`config.mk`:
```
export PLATFORM = sky130hd
export DESIGN_NAME = ifetch_unit
export DESIGN_NICKNAME = d
export VERILOG_FILES = /design/src/rtl/ifetch_unit.sv
export SDC_FILE = /design/constraint.sdc
export NUM_CORES = 1
export LEC_CHECK = 0
export BUFFER_PORTS_ARGS = -buffer_cell sky130_fd_sc_hd__buf_2
export CAP_MARGIN = 20
export CORE_MARGIN = 1.5
export CORE_UTILIZATION = 45
export CTS_CLUSTER_DIAMETER = 120
export CTS_CLUSTER_SIZE = 40
export DETAILED_ROUTE_END_ITERATION = 8
export PLACE_DENSITY = 0.78
export RECOVER_POWER = 25
export SLEW_MARGIN = 20
export SYNTH_ARGS = -nofsm -noshare
export SYNTH_HDL_FRONTEND = slang
export SYNTH_SLANG_ARGS = --single-unit
```
`constraint.sdc`:
```
create_clock -name CLK -period 14.5 [get_ports CLK]
set_input_delay 3.625 -clock CLK [delete_from_list [all_inputs] [get_ports CLK]]
set_output_delay 3.625 -clock CLK [all_outputs]
set_load 0.1 [all_outputs]
```
`src/rtl/ifetch_unit.sv`:
```
// Instruction fetch front end: issues one memory request at a time and buffers
// returned words with their PCs in a 2-entry FIFO feeding decode.
module ifetch_unit (
    input  logic        CLK,
    input  logic        RST_n,
    input  logic [31:0] pc_in,
    output logic        pc_ena,
    input  logic        redirect,
    output logic        imem_req,
    output logic [31:0] imem_addr,
    input  logic        imem_gnt,
    input  logic        imem_rvalid,
    input  logic [31:0] imem_rdata,
    output logic        id_valid,
    input  logic        id_ready,
    output logic [31:0] id_instr,
    output logic [31:0] id_pc
);

    typedef enum logic [1:0] {
        IDLE = 2'd0,
        REQ  = 2'd1,
        WAIT = 2'd2,
        DROP = 2'd3
    } state_t;

    state_t      state_q, state_d;
    logic        imem_req_q;
    logic [31:0] pend_pc_q;
    logic [1:0]  count_q, count_d;
    logic        rd_ptr_q, wr_ptr_q;
    logic [31:0] fifo_pc_q    [2];
    logic [31:0] fifo_instr_q [2];

    logic accept;
    logic push;
    logic pop;

    assign imem_addr = {pc_in[31:2], 2'b00};
    assign imem_req  = imem_req_q;
    assign accept    = imem_req_q & imem_gnt;
    // The PC register must not move while the fetch unit is held in reset.
    assign pc_ena    = ~RST_n & (accept | redirect);

    assign id_valid  = (count_q != 2'd0);
    assign id_instr  = fifo_instr_q[rd_ptr_q];
    assign id_pc     = fifo_pc_q[rd_ptr_q];

    assign push = (state_q == WAIT) & imem_rvalid & ~redirect;
    assign pop  = id_valid & id_ready;

    always_comb begin
        count_d = count_q + {1'b0, push} - {1'b0, pop};
        if (redirect) begin
            count_d = 2'd0;
        end
    end

    // Requests are only issued when a FIFO slot is reserved for the response.
    always_comb begin
        state_d = state_q;
        case (state_q)
            IDLE: begin
                if (redirect || count_q != 2'd2) begin
                    state_d = REQ;
                end
            end
            REQ: begin
                if (redirect) begin
                    state_d = imem_gnt ? DROP : REQ;
                end else if (imem_gnt) begin
                    state_d = WAIT;
                end
            end
            WAIT: begin
                if (redirect) begin
                    state_d = imem_rvalid ? REQ : DROP;
                end else if (imem_rvalid) begin
                    state_d = (count_d != 2'd2) ? REQ : IDLE;
                end
            end
            DROP: begin
                // A response arriving here is the stale one; once seen, nothing is left to drop.
                if (imem_rvalid) begin
                    state_d = REQ;
                end
            end
            default: state_d = IDLE;
        endcase
    end

    always_ff @(posedge CLK or posedge RST_n) begin
        if (RST_n) begin
            state_q    <= IDLE;
            imem_req_q <= 1'b0;
            pend_pc_q  <= 32'd0;
        end else begin
            state_q    <= state_d;
            imem_req_q <= (state_d == REQ);
            if (accept) begin
                pend_pc_q <= pc_in;
            end
        end
    end

    always_ff @(posedge CLK or posedge RST_n) begin
        if (RST_n) begin
            count_q         <= 2'd0;
            rd_ptr_q        <= 1'b0;
            wr_ptr_q        <= 1'b0;
            fifo_pc_q[0]    <= 32'd0;
            fifo_pc_q[1]    <= 32'd0;
            fifo_instr_q[0] <= 32'd0;
            fifo_instr_q[1] <= 32'd0;
        end else begin
            count_q <= count_d;
            if (redirect) begin
                rd_ptr_q <= 1'b0;
                wr_ptr_q <= 1'b0;
            end else begin
                if (push) begin
                    fifo_pc_q[wr_ptr_q]    <= pend_pc_q;
                    fifo_instr_q[wr_ptr_q] <= imem_rdata;
                    wr_ptr_q               <= ~wr_ptr_q;
                end
                if (pop) begin
                    rd_ptr_q <= ~rd_ptr_q;
                end
            end
        end
    end

endmodule

```
; Word level (Yosys, flattened, before mapping)
; Index checks and enable logic that the tools add are counted.
[classes]
addsub = 2
mux = 25
bitwise_logic = 12
n_reduce_logical = 7
eq_ne = 6
magnitude_cmp = 3
[ops]
columns = operator, n
row1 = 32-bit two-way mux, 7
row2 = 64-bit bitwise mux, 2
row3 = 32-bit demux with 1-bit select, 1
row4 = 2-bit two-way mux, 9
row5 = 2-bit case mux with 4 select lines, 1
row6 = 2-bit nonzero test, 3
row7 = 1-bit bitwise AND, 5
row8 = 1-bit two-way mux, 5
row9 = "2-bit by 1-bit == test with 1-bit output, second input constant", 2
row10 = "2-bit == test, second input constant", 2
row11 = "2-bit greater-or-equal comparator, second input constant", 2
row12 = "2-bit != test, second input constant", 2
row13 = 1-bit NOT, 4
row14 = 1-bit NOT with 2-bit output, 2
row15 = 2-bit by 1-bit adder with 2-bit output, 1
row16 = 2-bit logical NOT, 1
row17 = "2-bit by 1-bit < comparator with 1-bit output, second input constant", 1
row18 = 2-bit AND reduction, 1
row19 = 2-bit by 1-bit subtractor with 2-bit output, 1
row20 = 1-bit logical AND, 1
row21 = 1-bit logical OR, 1
row22 = 1-bit OR, 1
[word_totals]
ff_bits = 167
wordCells = 65

; Depth between registers and ports, before layout
; Gate-level depths: netlist (run 1).
[depth]
word_depth = 12
mapped_depth = 9
mapped_depth_nobuf = 8

; Worst setup path after synthesis (run 1)
; Ideal clock, no wire load.
[synth_timing]
path_type = input port to output port
start = input imem_gnt
end = output pc_ena
arrival_time_ns = 5.540
path_slack_ns = 5.335
path_buffers = 1
stages = 3
path_cell_list = nand2_1 > buf_1 > a21oi_1
[synth_via]
elab_chain_len = 3
[synth_rtl]
columns = item, line_no
row1 = from (decl), 11  ; input logic imem_gnt,
row2 = 1-bit bitwise AND, 41  ; assign accept = imem_req_q & imem_gnt;
row3 = 1-bit OR, 43  ; assign pc_ena = ~RST_n & (accept | redirect);
row4 = 1-bit bitwise AND, 43
row5 = to (decl), 7  ; output logic pc_ena,
; No other way between the ends.

; Worst setup path in the final report (run 1)
; Ends and elaborated chain as after synthesis.

==> results of run 1 <==
[worst max-delay path: stages]
cell and delay (ns):
clkbuf_1 0.09, nand2_1 0.91, a21oi_1 0.42, buf_2 0.47
[cells by family (layout without fill, tap and decap cells)]
family          count (synthesis)  count (layout)
xor+xnor                        2               2
mux                           225             225
fa+ha+maj                       2               2
simple gates                   16              16
flops                         167             167
buf+inv                        60             207
other cells                     1               2
compound gates                  7               7
[state kept, by name (all words and copies together), names as in the netlist]
signal / count
pend_pc_q: 32
rd_ptr_q: 1
count_q: 2
wr_ptr_q: 1
fifo_pc_q: 64
state_q: 2
imem_req: 1
fifo_instr_q: 64
[final timing paths]
path,depth (start not counted),to,startpoint,slack (ns)
worst min register to register,1,fifo_instr_q[39],fifo_instr_q[39],0.48
worst max-delay path,4,pc_ena,imem_gnt,5.36
worst min-delay path,1,fifo_instr_q[39],fifo_instr_q[39],0.48
worst max register to register,4,fifo_pc_q[31],state_q[0],12.13
max in group asynchronous,3,pend_pc_q[30],RST_n,8.29
min in group asynchronous,2,fifo_instr_q[60],RST_n,4.32
[placed cells by master (no fill, tap or decap), types with 2 or more instances in the layout]
cell and instances:
clkbuf_1 4, clkinv_2 3, clkbuf_8 2, ha_1 2, nand2_1 3, dfrtp_1 166
conb_1 2, clkinv_4 3, nor2_1 4, mux2_2 172, buf_4 4, bufinv_16 5
inv_1 3, mux2_1 52, clkbuf_16 17, a21oi_1 3, buf_2 163
[per-stage QoR]
stage | utilization | total power, W | hold WS, ns | instances | cell area [sq um]
detailed placement | 0.509 | 0.00155 | 0.472 | 812 | 8090
global route | 0.550 | 0.00211 | 0.495 | 844 | 8740
finish | 0.550 | 0.00203 | 0.483 | 844 | 8740
floorplan | - | 0.00142 | 0.454 | 481 | 7320
CTS | 0.551 | 0.00205 | 0.489 | 844 | 8750
global placement | 0.509 | 0.00153 | 0.463 | 812 | 8090
[power groups by stage]
| stage | clock, W | sequential, W | combinational [W] |
|---|---|---|---|
| after CTS | 0.000507 | 0.000598 | 0.000946 |
| after detailed placement | 0 | 0.000606 | 0.000943 |
| after global routing | 0.000525 | 0.000610 | 0.000977 |
| final | 0.000495 | 0.000597 | 0.000940 |
| after global placement | 0 | 0.000595 | 0.000934 |
| after floorplan | 0 | 0.000592 | 0.000827 |
[area by class of cell]
class                           count  area [sq um]  area share
Sequential cell                   167          4180       0.478
Multi-Input combinational cell    254          2750       0.315
Timing Repair Buffer              171           868      0.0993
Clock buffer                       20           457      0.0522
Tap cell                          216           270      0.0309
Clock inverter                     12           199      0.0228
Inverter                            4          16.3     0.00186
[layer usage]
layer	share of wire	wire (um)	vias to the layer above
met4	0.014	197	0
li1	-	-	1947
met3	0.068	957	15
met5	0	0	-
met2	0.49	6900	141
met1	0.43	6000	2160
==> summary.txt, run 1 <==
Power and ir drop
  – Part of the power in the clock network: 0.244
  – Maximum vdd drop: between 0.1 and 0.15 mV
  – Pleak: between 4 and 5 nW
  – NetSw: slightly below 0.001 W
  – Internal Pwr Total: approximately 0.0011 W
  – Power Dens Cells: between 200 and 250 nW/um^2
  – Part of the power in registers: 0.294
  – Combinational power share: 0.462
  – Net Sw Frac: 0.475

Logic synthesis
  – Top-count cell post-synth: mux2_2
  – Mapped Area: between 7000 and 8000 sq um
  – EDFF count, synth: 0
  – Top cell type's share of synthesized area: 0.571
  – XOR/XNOR Fraction of Synth Area: 0.00427
  – Seq/Total Area, Yosys: 0.571
  – Largest area contributor in the netlist: dfrtp_1
  – Cells after Synth: between 400 and 500
  – Mux cell area share after synthesis: 0.346
  – Simple-gate portion of the synthesized area: 0.0138
  – FFs w/ async S/R, synth: 1.00
  – Largest family of logic cells by synthesized area: multiplexers
  – Average size of a mapped cell: around 15 sq um
  – Synth unique cells: 30
  – Post-synthesis compound-gate area fraction: 0.00615
  – Most frequent cells after synthesis: mux2_2 (172), dfrtp_1 (167), mux2_1 (52)
  – Synth Flop Type: dfrtp_1
  – Area contributors post-synth: dfrtp_1 (57%), mux2_2 (26%), mux2_1 (8.0%)
  – Ys Warns: 0
  – FF+latch count, synth: 167
  – Post-Synth Adder-Cell Area: 0.00342

Route
  – Residual DRC: 0
  – Drt total wl: between 10000 and 15000 um
  – Antenna viol nets, final: 0
  – First-pass iteration count of the detailed router: 4
  – Via-to-Cell Ratio: roughly 5
  – Vias: approximately 4300
  – 1st-iter DRT viols: 97
  – Per-cell routed wire length: ~17 um

Placed design
  – PortBufs: around 170
  – Worst Setup Slack post-DPL: ~5.8 ns
  – Hpwl dp: 9090 um
  – RePlAce Congestion: approximately 0.7

Cells and area
  – Final net count: roughly 690
  – Ratio of cells with drive above 1 in the final layout: 0.599
  – Filler cell count: roughly 1300
  – Area delta synth->final: 19.5%
  – Ant. Diodes: 0

GRT
  – Met2 Resource Use GR: 0.300
  – Total GRT Usage: 0.172
  – M1 GR Usage: 0.204
  – Largest net degree at the start of global routing: between 80 and 90
  – GR Util met3: 0.0517
  – Most used routing layer: met2
  – Number of global-route vias before repair: 4578
  – First-pass GRT wire length: around 22000 um
  – Initial antenna violation count: 0
  – GR Overflow Total: 0

Clocking
  – Clock root cell: clkbuf_16
  – Clk slew on worst S/H paths: approximately 0.060 ns
  – CTS sink cnt: between 150 and 200
  – CTS tree: done
  – CTS Buf Count: 17
  – Post-CTS setup buffer count: 0
  – Htree depth: 4
  – Hold_buf cts: 0
  – Clock insertion delay at the later pin of the skew report: between 0.4 and 0.5 ns
  – PostCTS Resize Cnt: 0
  – Clock Tree Buf Depth: 2

Floorplanning
  – Row cnt: 46
  – Chip width: 131 um
  – Initial Util: 0.461
  – Die ar.: between 15000 and 20000 sq um
  – Die Ht: approximately 130 um
  – I/O Pins: between 150 and 200
  – Core box area: between 15000 and 20000 sq um

STA
  – Final WS setup: roughly 5.4 ns
  – Worst-margin pin slew: about 3.8 ns
  – RSZ-0062 raised after global routing: false
  – TNS Setup: 0 ns
  – Final Setup Violations: 0
  – Final hold vios: 0
  – Clk_skew: 0.00568 ns
  – Tmin final: between 9 and 10 ns
  – Final period util: 0.631
  – Max Slew Vio Count: about 120
  – Max Fclk: roughly 110 MHz
  – Relative slew slack: -1.55

Setup path
  – CP arrival: around 5.5 ns
  – Worst-path fanout max: 33
  – Required @ worst endpoint: about 11 ns
  – CP Launch Type: input pin
  – Crit path kind: in -> out
  – Crit end category: primary output

Worst hold path
  – Worst min-delay path class: reg -> reg

Run
  – Max Cap Violations: 2

Status
  – Outcome: complete, but fails checks
  – Failing checks: max-capacitance violations, max-slew violations
No activity file was read; power rests on OpenSTA's default activity.
==> run 2: changes to the inputs <==
--- a/config.mk
+++ b/config.mk
@@ -5,6 +5,7 @@
 export SDC_FILE = /design/constraint.sdc
 export NUM_CORES = 1
 export LEC_CHECK = 0
+export ABC_AREA = 1
 export BUFFER_PORTS_ARGS = -buffer_cell sky130_fd_sc_hd__buf_2
 export CAP_MARGIN = 20
 export CORE_MARGIN = 1.5
@@ -12,7 +13,7 @@
 export CTS_CLUSTER_DIAMETER = 120
 export CTS_CLUSTER_SIZE = 40
 export DETAILED_ROUTE_END_ITERATION = 8
-export PLACE_DENSITY = 0.78
+export PLACE_DENSITY = 0.8
 export RECOVER_POWER = 25
 export SLEW_MARGIN = 20
 export SYNTH_ARGS = -nofsm -noshare
==> constraint.sdc (replaced) <==
create_clock -name CLK -period 7.82 [get_ports CLK]
set_input_delay 1.955 -clock CLK [delete_from_list [all_inputs] [get_ports CLK]]
set_output_delay 1.955 -clock CLK [all_outputs]
set_load 0.1 [all_outputs]
==> run 2 against run 1 <==
  * The flow still finishes with violations (max-capacitance violations, max-slew violations)
  * Non-clock buffer count is 1 higher
  * Clock power is 83% higher
  * Area after synthesis is 6.0% higher
==> summary.txt, run 2 <==
Power and ir drop
  – PnR Total Power: 0.00423 W (+110%)
  – Maximum vdd drop: 0.375 mV (+210%)
  – Pleak: 4.91 nW (+8.9%)
  – Power Dens Cells: 472 nW/um^2 (+100%)

Setup path
  – Worst-path fanout max: 99 (+200%)
  – R2R cell count: 4 (unchanged)
  – CP Launch Type: input pin
  – R2R Path End: pend_pc_q[31]
  – Required @ worst endpoint: 8.26 ns (-2.62 ns)
  – CP arrival: 5.47 ns (-0.05 ns)
  – R2r setup slk: 4.75 ns (-7.38 ns)
  – Reg-to-reg startpoint: imem_req
  – Crit end category: asynchronous set/reset pin
  – Crit path kind: in -> async

Placed design
  – RePlAce Congestion: 0.731 (+4.6%)
  – Hpwl dp: 9460 um (+4.1%)
  – Inst Count DP: 1182 (+46%)
  – Dpl cell area: 8310 sq um (+2.7%)
  – PortBufs: 166 (unchanged)

STA
  – Relative slew slack: -1.89 (-0.341)
  – Final hold vios: 0 (unchanged)
  – Hold WS: 0.479 ns (-0.00414 ns)
  – Worst-margin pin slew: 4.31 ns (+0.509 ns)
  – TNS Setup: 0 ns (unchanged)
  – Clk_skew: 0.00532 ns (-0.000355 ns)
  – Max Fclk: ~200 MHz
  – Tmin final: approximately 5 ns
  – RSZ-0062 raised after global routing: false
  – Final period util: 0.643
  – Final Setup Violations: 0 (unchanged)
  – Max Slew Vio Count: 165 (+35%)

Cells and area
  – Final net count: 1053 (+53%)
  – Filler cell count: 1548 (+17%)
  – Most common cell after layout, fill and taps aside: nand2_1
  – Final Cell Area: 8950 sq um (+2.4%)
  – Area delta synth->final: 15.3%
  – Most frequent cells in the layout: nand2_1 (310), dfrtp_1 (166), buf_2 (164)
  – Ant. Diodes: 0 (unchanged)
  – Non-filler cells, final: 1214 (+44%)
  – Largest registers: fifo_instr_q x64, fifo_pc_q x64, pend_pc_q x32
  – Ratio of cells with drive above 1 in the final layout: 0.315 (-0.284)

Clocking
  – CTS tree: done
  – CTS sink cnt: 167 (unchanged)
  – Clock root cell: clkbuf_16
  – Hold_buf cts: 0 (unchanged)
  – CTS Buf Count: 17 (unchanged)
  – Clock insertion delay at the later pin of the skew report: 0.42 ns (about the same)
  – PostCTS Resize Cnt: 0 (unchanged)
  – Clock Tree Buf Depth: 2 (unchanged)
  – Htree depth: 4 (unchanged)
  – Clk slew on worst S/H paths: 0.06 ns (about the same)
  – Post-CTS setup buffer count: 0 (unchanged)

Route
  – Vias: 5750 (+35%)
  – Drt total wl: 15500 um (+10%)
  – First-pass iteration count of the detailed router: 4 (unchanged)
  – Per-cell routed wire length: 12.8 um (-23%)
  – 1st-iter DRT viols: 226 (+130%)
  – Residual DRC: 0 (unchanged)
  – Via-to-Cell Ratio: 4.74 (-6.2%)
  – Antenna viol nets, final: 0 (unchanged)

Logic synthesis
  – Most frequent cells after synthesis: nand2_1 (311), dfrtp_1 (167), o21ai_2 (83)
  – Top-count cell post-synth: nand2_1
  – Synth unique cells: 23 (-23%)
  – FF+latch count, synth: 167 (unchanged)
  – Seq/Total Area, Yosys: 0.539 (-0.0324)
  – EDFF count, synth: 0 (unchanged)
  – Ys Warns: 0 (unchanged)
  – Cells after Synth: 870 (+81%)
  – Area contributors post-synth: dfrtp_1 (54%), nand2_1 (15%), o21ai_2 (9.4%)
  – Top cell type's share of synthesized area: 0.539 (-0.0324)
  – FFs w/ async S/R, synth: 1.00 (unchanged)
  – Mapped Area: 7760 sq um (+6.0%)
  – Average size of a mapped cell: 8.92 sq um (-42%)
  – Synth Flop Type: dfrtp_1
  – Largest area contributor in the netlist: dfrtp_1

GRT
  – GR Util met3: 0.0442 (-0.00749)
  – Initial antenna violation count: 0 (unchanged)
  – Met2 Resource Use GR: 0.305 (+0.00544)
  – Number of global-route vias before repair: 5558 (+21%)
  – Largest net degree at the start of global routing: 100 (+14%)
  – M1 GR Usage: 0.229 (+0.0249)
  – Total GRT Usage: 0.181 (+0.00812)
  – Most used routing layer: met2
  – First-pass GRT wire length: 25900 um (+16%)
  – GR Overflow Total: 0 (unchanged)

Floorplanning
  – Chip width: 134 um (+2.9%)
  – Row cnt: 47 (+2.2%)
  – Core box area: 16700 sq um (+5.1%)
  – Die ar.: 18000 sq um (+5.9%)
  – Initial Util: 0.465 (+0.00387)
  – Die Ht: 134 um (+2.9%)
  – I/O Pins: 169 (unchanged)

Worst hold path
  – Cells on Worst Hold Path: 2 (+1)
  – Worst min-delay path class: reg -> reg
  – Hold Path Sink: fifo_pc_q[44]
  – Min-delay src: fifo_pc_q[44]

Run
  – Max Cap Violations: 2 (unchanged)

Status
  – Outcome: complete, but fails checks
  – Failing checks: max-capacitance violations, max-slew violations
==> run 2: cell types whose count changed in the layout (fill, tap and decap cells not counted), sizes merged, moves of 33 or more <==
cell   before  now
nand2       3  333
a21oi       3   36
mux2      224    0
inv         3   75
nor2        4   37
o21ai       1  131
==> run 2: layout make-up <==
type,count,area (sq um),area share
sequential,167,4180,0.467
clock buffer,21,480,0.0537
tap,220,275,0.0308
inverter,76,287,0.0320
multi-input combinational,547,2690,0.300
clock inverter,11,170,0.0190
timing repair buffer,172,870,0.0972
==> run 2: power by group <==
part	internal, W	switching (W)	total (W)
Clock	0.000569	0.000335	0.000904
Combinational	0.000347	0.00177	0.00212
Sequential	0.00109	0.000110	0.00120
Total	0.00201	0.00222	0.00423
==> run 2: cell families (layout without fill, tap and decap cells) <==
group           Yosys count  in the layout  synth area share
simple gates            375            375             0.191
compound gates          168            168             0.149
flops                   167            167             0.539
buf+inv                 157            280             0.118
fa+ha+maj                 2              2           0.00322
other cells               1              2          0.000483
==> run 2: how the worst max path moves through the flow <==
stage / start / to / slack [ns]
after floorplan: RST_n / count_q[0] / 1.35
after global placement: redirect / pc_ena / 3.13
after detailed placement: redirect / pc_ena / 3.15
after CTS: redirect / pc_ena / 3.14
after global routing: RST_n / fifo_pc_q[2] / 1.95
final: RST_n / fifo_pc_q[2] / 2.79
==> run 2: critical path: stages <==
cell	delay (ns)
clkbuf_1	0.09
clkinvlp_2	2.38
buf_4	0.98
==> run 2: through the flow <==
stage,worst slack [ns],utilization
4_1_cts,3.14,0.536
3_5_place_dp,3.15,0.497
2_1_floorplan,1.35,-
5_1_grt,1.95,0.536
3_3_place_gp,3.13,0.497
6_report,2.79,0.536
==> run 2: layer usage <==
metal  up-vias  wire [um]
met2       148       7510
met4         0        131
met3        13        694
li1       2891          -
met5         -          0
met1      2698       7180
==> run 3: changes to the inputs <==
==> constraint.sdc (replaced) <==
create_clock -name CLK -period 4.1 [get_ports CLK]
set_input_delay 1.025 -clock CLK [delete_from_list [all_inputs] [get_ports CLK]]
set_output_delay 1.025 -clock CLK [all_outputs]
set_load 0.1 [all_outputs]
==> run 3 against run 2 <==
  * The flow still finishes with violations (max-capacitance violations, max-slew violations)
  * Cell area hardly changed
  * Via count is 0.56% higher
  * Die area did not move
  * Sequential cell count unchanged
  * Sequential share of layout area about the same
  * Global-route usage about the same
  * Core utilization is essentially flat
  * Critical endpoint is now id_pc[0]
  * Highest routed layer unchanged
==> summary.txt, run 3 (synthesis results as in run 2) <==
Route
  – Per-cell routed wire length: 12.7 um (-0.52%)
  – 1st-iter DRT viols: 342 (+51%)
  – Drt total wl: 15500 um (-0.35%)
  – Vias: 5782 (+0.56%)
  – Antenna viol nets, final: 0 (unchanged)
  – First-pass iteration count of the detailed router: 4 (unchanged)
  – Residual DRC: 0 (unchanged)
  – Via-to-Cell Ratio: 4.75 (+0.39%)

Setup path
  – Worst-path fanout max: 36 (-64%)
  – CP arrival: 2.29 ns (-3.18 ns)
  – Crit path kind: reg -> out
  – CP Launch Type: register
  – Required @ worst endpoint: 3.07 ns (-5.19 ns)
  – Crit end category: primary output

STA
  – RSZ-0062 raised after global routing: false
  – Final Setup Violations: 0 (unchanged)
  – TNS Setup: 0 ns (unchanged)
  – Max Slew Vio Count: 168 (+1.8%)
  – Tmin final: ~3.3 ns
  – Max Fclk: between 300 and 400 MHz
  – Final hold vios: 0 (unchanged)
  – Relative slew slack: -0.481 (+1.41)
  – Worst-margin pin slew: 2.22 ns (-2.09 ns)
  – Final period util: 0.809
  – Hold WS: 0.483 ns (+0.00325 ns)
  – Clk_skew: 0.00945 ns (+0.00413 ns)

GRT
  – Total GRT Usage: 0.181 (about the same)
  – Number of global-route vias before repair: 5393 (-3.0%)
  – GR Overflow Total: 0 (unchanged)
  – Initial antenna violation count: 0 (unchanged)
  – Largest net degree at the start of global routing: 168 (+68%)
  – First-pass GRT wire length: 26100 um (+0.48%)

Floorplanning
  – Chip width: 134 um (unchanged)
  – Die ar.: 18000 sq um (unchanged)
  – Row cnt: 47 (unchanged)
  – I/O Pins: 169 (unchanged)
  – Initial Util: 0.465 (unchanged)
  – Die Ht: 134 um (unchanged)
  – Core box area: 16700 sq um (unchanged)

Power and ir drop
  – Pleak: 4.91 nW (+0.13%)
  – Maximum vdd drop: 0.684 mV (+82%)
  – Power Dens Cells: 889 nW/um^2 (+88%)

Clocking
  – Clock root cell: clkbuf_16
  – Htree depth: 4 (unchanged)
  – CTS sink cnt: 167 (unchanged)
  – CTS tree: done
  – PostCTS Resize Cnt: 0 (unchanged)
  – Clock insertion delay at the later pin of the skew report: 0.43 ns (about the same)
  – Hold_buf cts: 0 (unchanged)
  – CTS Buf Count: 17 (unchanged)
  – Post-CTS setup buffer count: 0 (unchanged)
  – Clock Tree Buf Depth: 2 (unchanged)
  – Clk slew on worst S/H paths: 0.06 ns (about the same)

Cells and area
  – Largest registers: fifo_instr_q x64, fifo_pc_q x64, pend_pc_q x32
  – Ratio of cells with drive above 1 in the final layout: 0.318 (+0.00338)
  – Area delta synth->final: 15.4% (about the same)
  – Most common cell after layout, fill and taps aside: nand2_1
  – Ant. Diodes: 0 (unchanged)
  – Most frequent cells in the layout: nand2_1 (310), dfrtp_1 (166), buf_2 (164)
  – Final net count: 1055 (+0.19%)

Worst hold path
  – Worst min-delay path class: reg -> reg

Status
  – Outcome: complete, but fails checks
  – Failing checks: max-capacitance violations, max-slew violations

Placed design
  – PortBufs: 166 (unchanged)
  – RePlAce Congestion: 0.760 (+4.0%)
  – Hpwl dp: 9760 um (+3.1%)

Run
  – Max Cap Violations: 1 (-1)
run 3: final timing paths:
kind / slack, ns / start / cells after the start / to
min reg2reg: 0.48 / fifo_pc_q[43] / 2 / fifo_pc_q[43]
min: 0.48 / fifo_pc_q[43] / 2 / fifo_pc_q[43]
max in group asynchronous: 1.17 / RST_n / 3 / rd_ptr_q
max: 0.78 / rd_ptr_q / 5 / id_pc[0]
min in group asynchronous: 1.49 / RST_n / 3 / fifo_instr_q[3]
max reg2reg: 2.24 / count_q[0] / 10 / imem_req
run 3: routing by layer:
metal	share of wire	routed length, um	up-vias	global-route usage
li1	-	-	2901	-
met1	0.47	7230	2700	0.249
met2	0.47	7200	167	0.287
met3	0.055	854	14	0.0454
met4	0.011	170	0	0.0454
met5	0	0	-	0
run 3: critical path, cell delays in order, from the launching register on:
cell     delay, ns
dfrtp_2       0.40
inv_2         0.52
buf_4         0.36
nand2_1       0.08
nand2_1       0.07
buf_2         0.42
run 3: area by class of cell:
class / count / area (sq um)
Fill cell: 1519 / 7750
Sequential cell: 167 / 4180
Multi-Input combinational cell: 547 / 2690
Timing Repair Buffer: 174 / 913
Clock buffer: 20 / 467
Inverter: 76 / 289
Tap cell: 220 / 275
Clock inverter: 12 / 141
run 3: power breakdown:
part	switching (W)	internal (W)
Combinational	0.00337	0.000663
Clock	0.000673	0.000956
Sequential	0.000225	0.00208
Total	0.00426	0.00370
run 3: stage by stage:
step	setup slack [ns]	total power (W)	cell area, sq um	instances	utilization
finish	0.782	0.00796	8950	1216	0.536
global route	0.617	0.00835	8950	1216	0.536
CTS	0.724	0.00803	8970	1216	0.537
detailed placement	1.19	0.00638	8360	1184	0.501
global placement	1.24	0.00632	8360	1184	0.501
floorplan	0.147	0.00579	7770	871	-
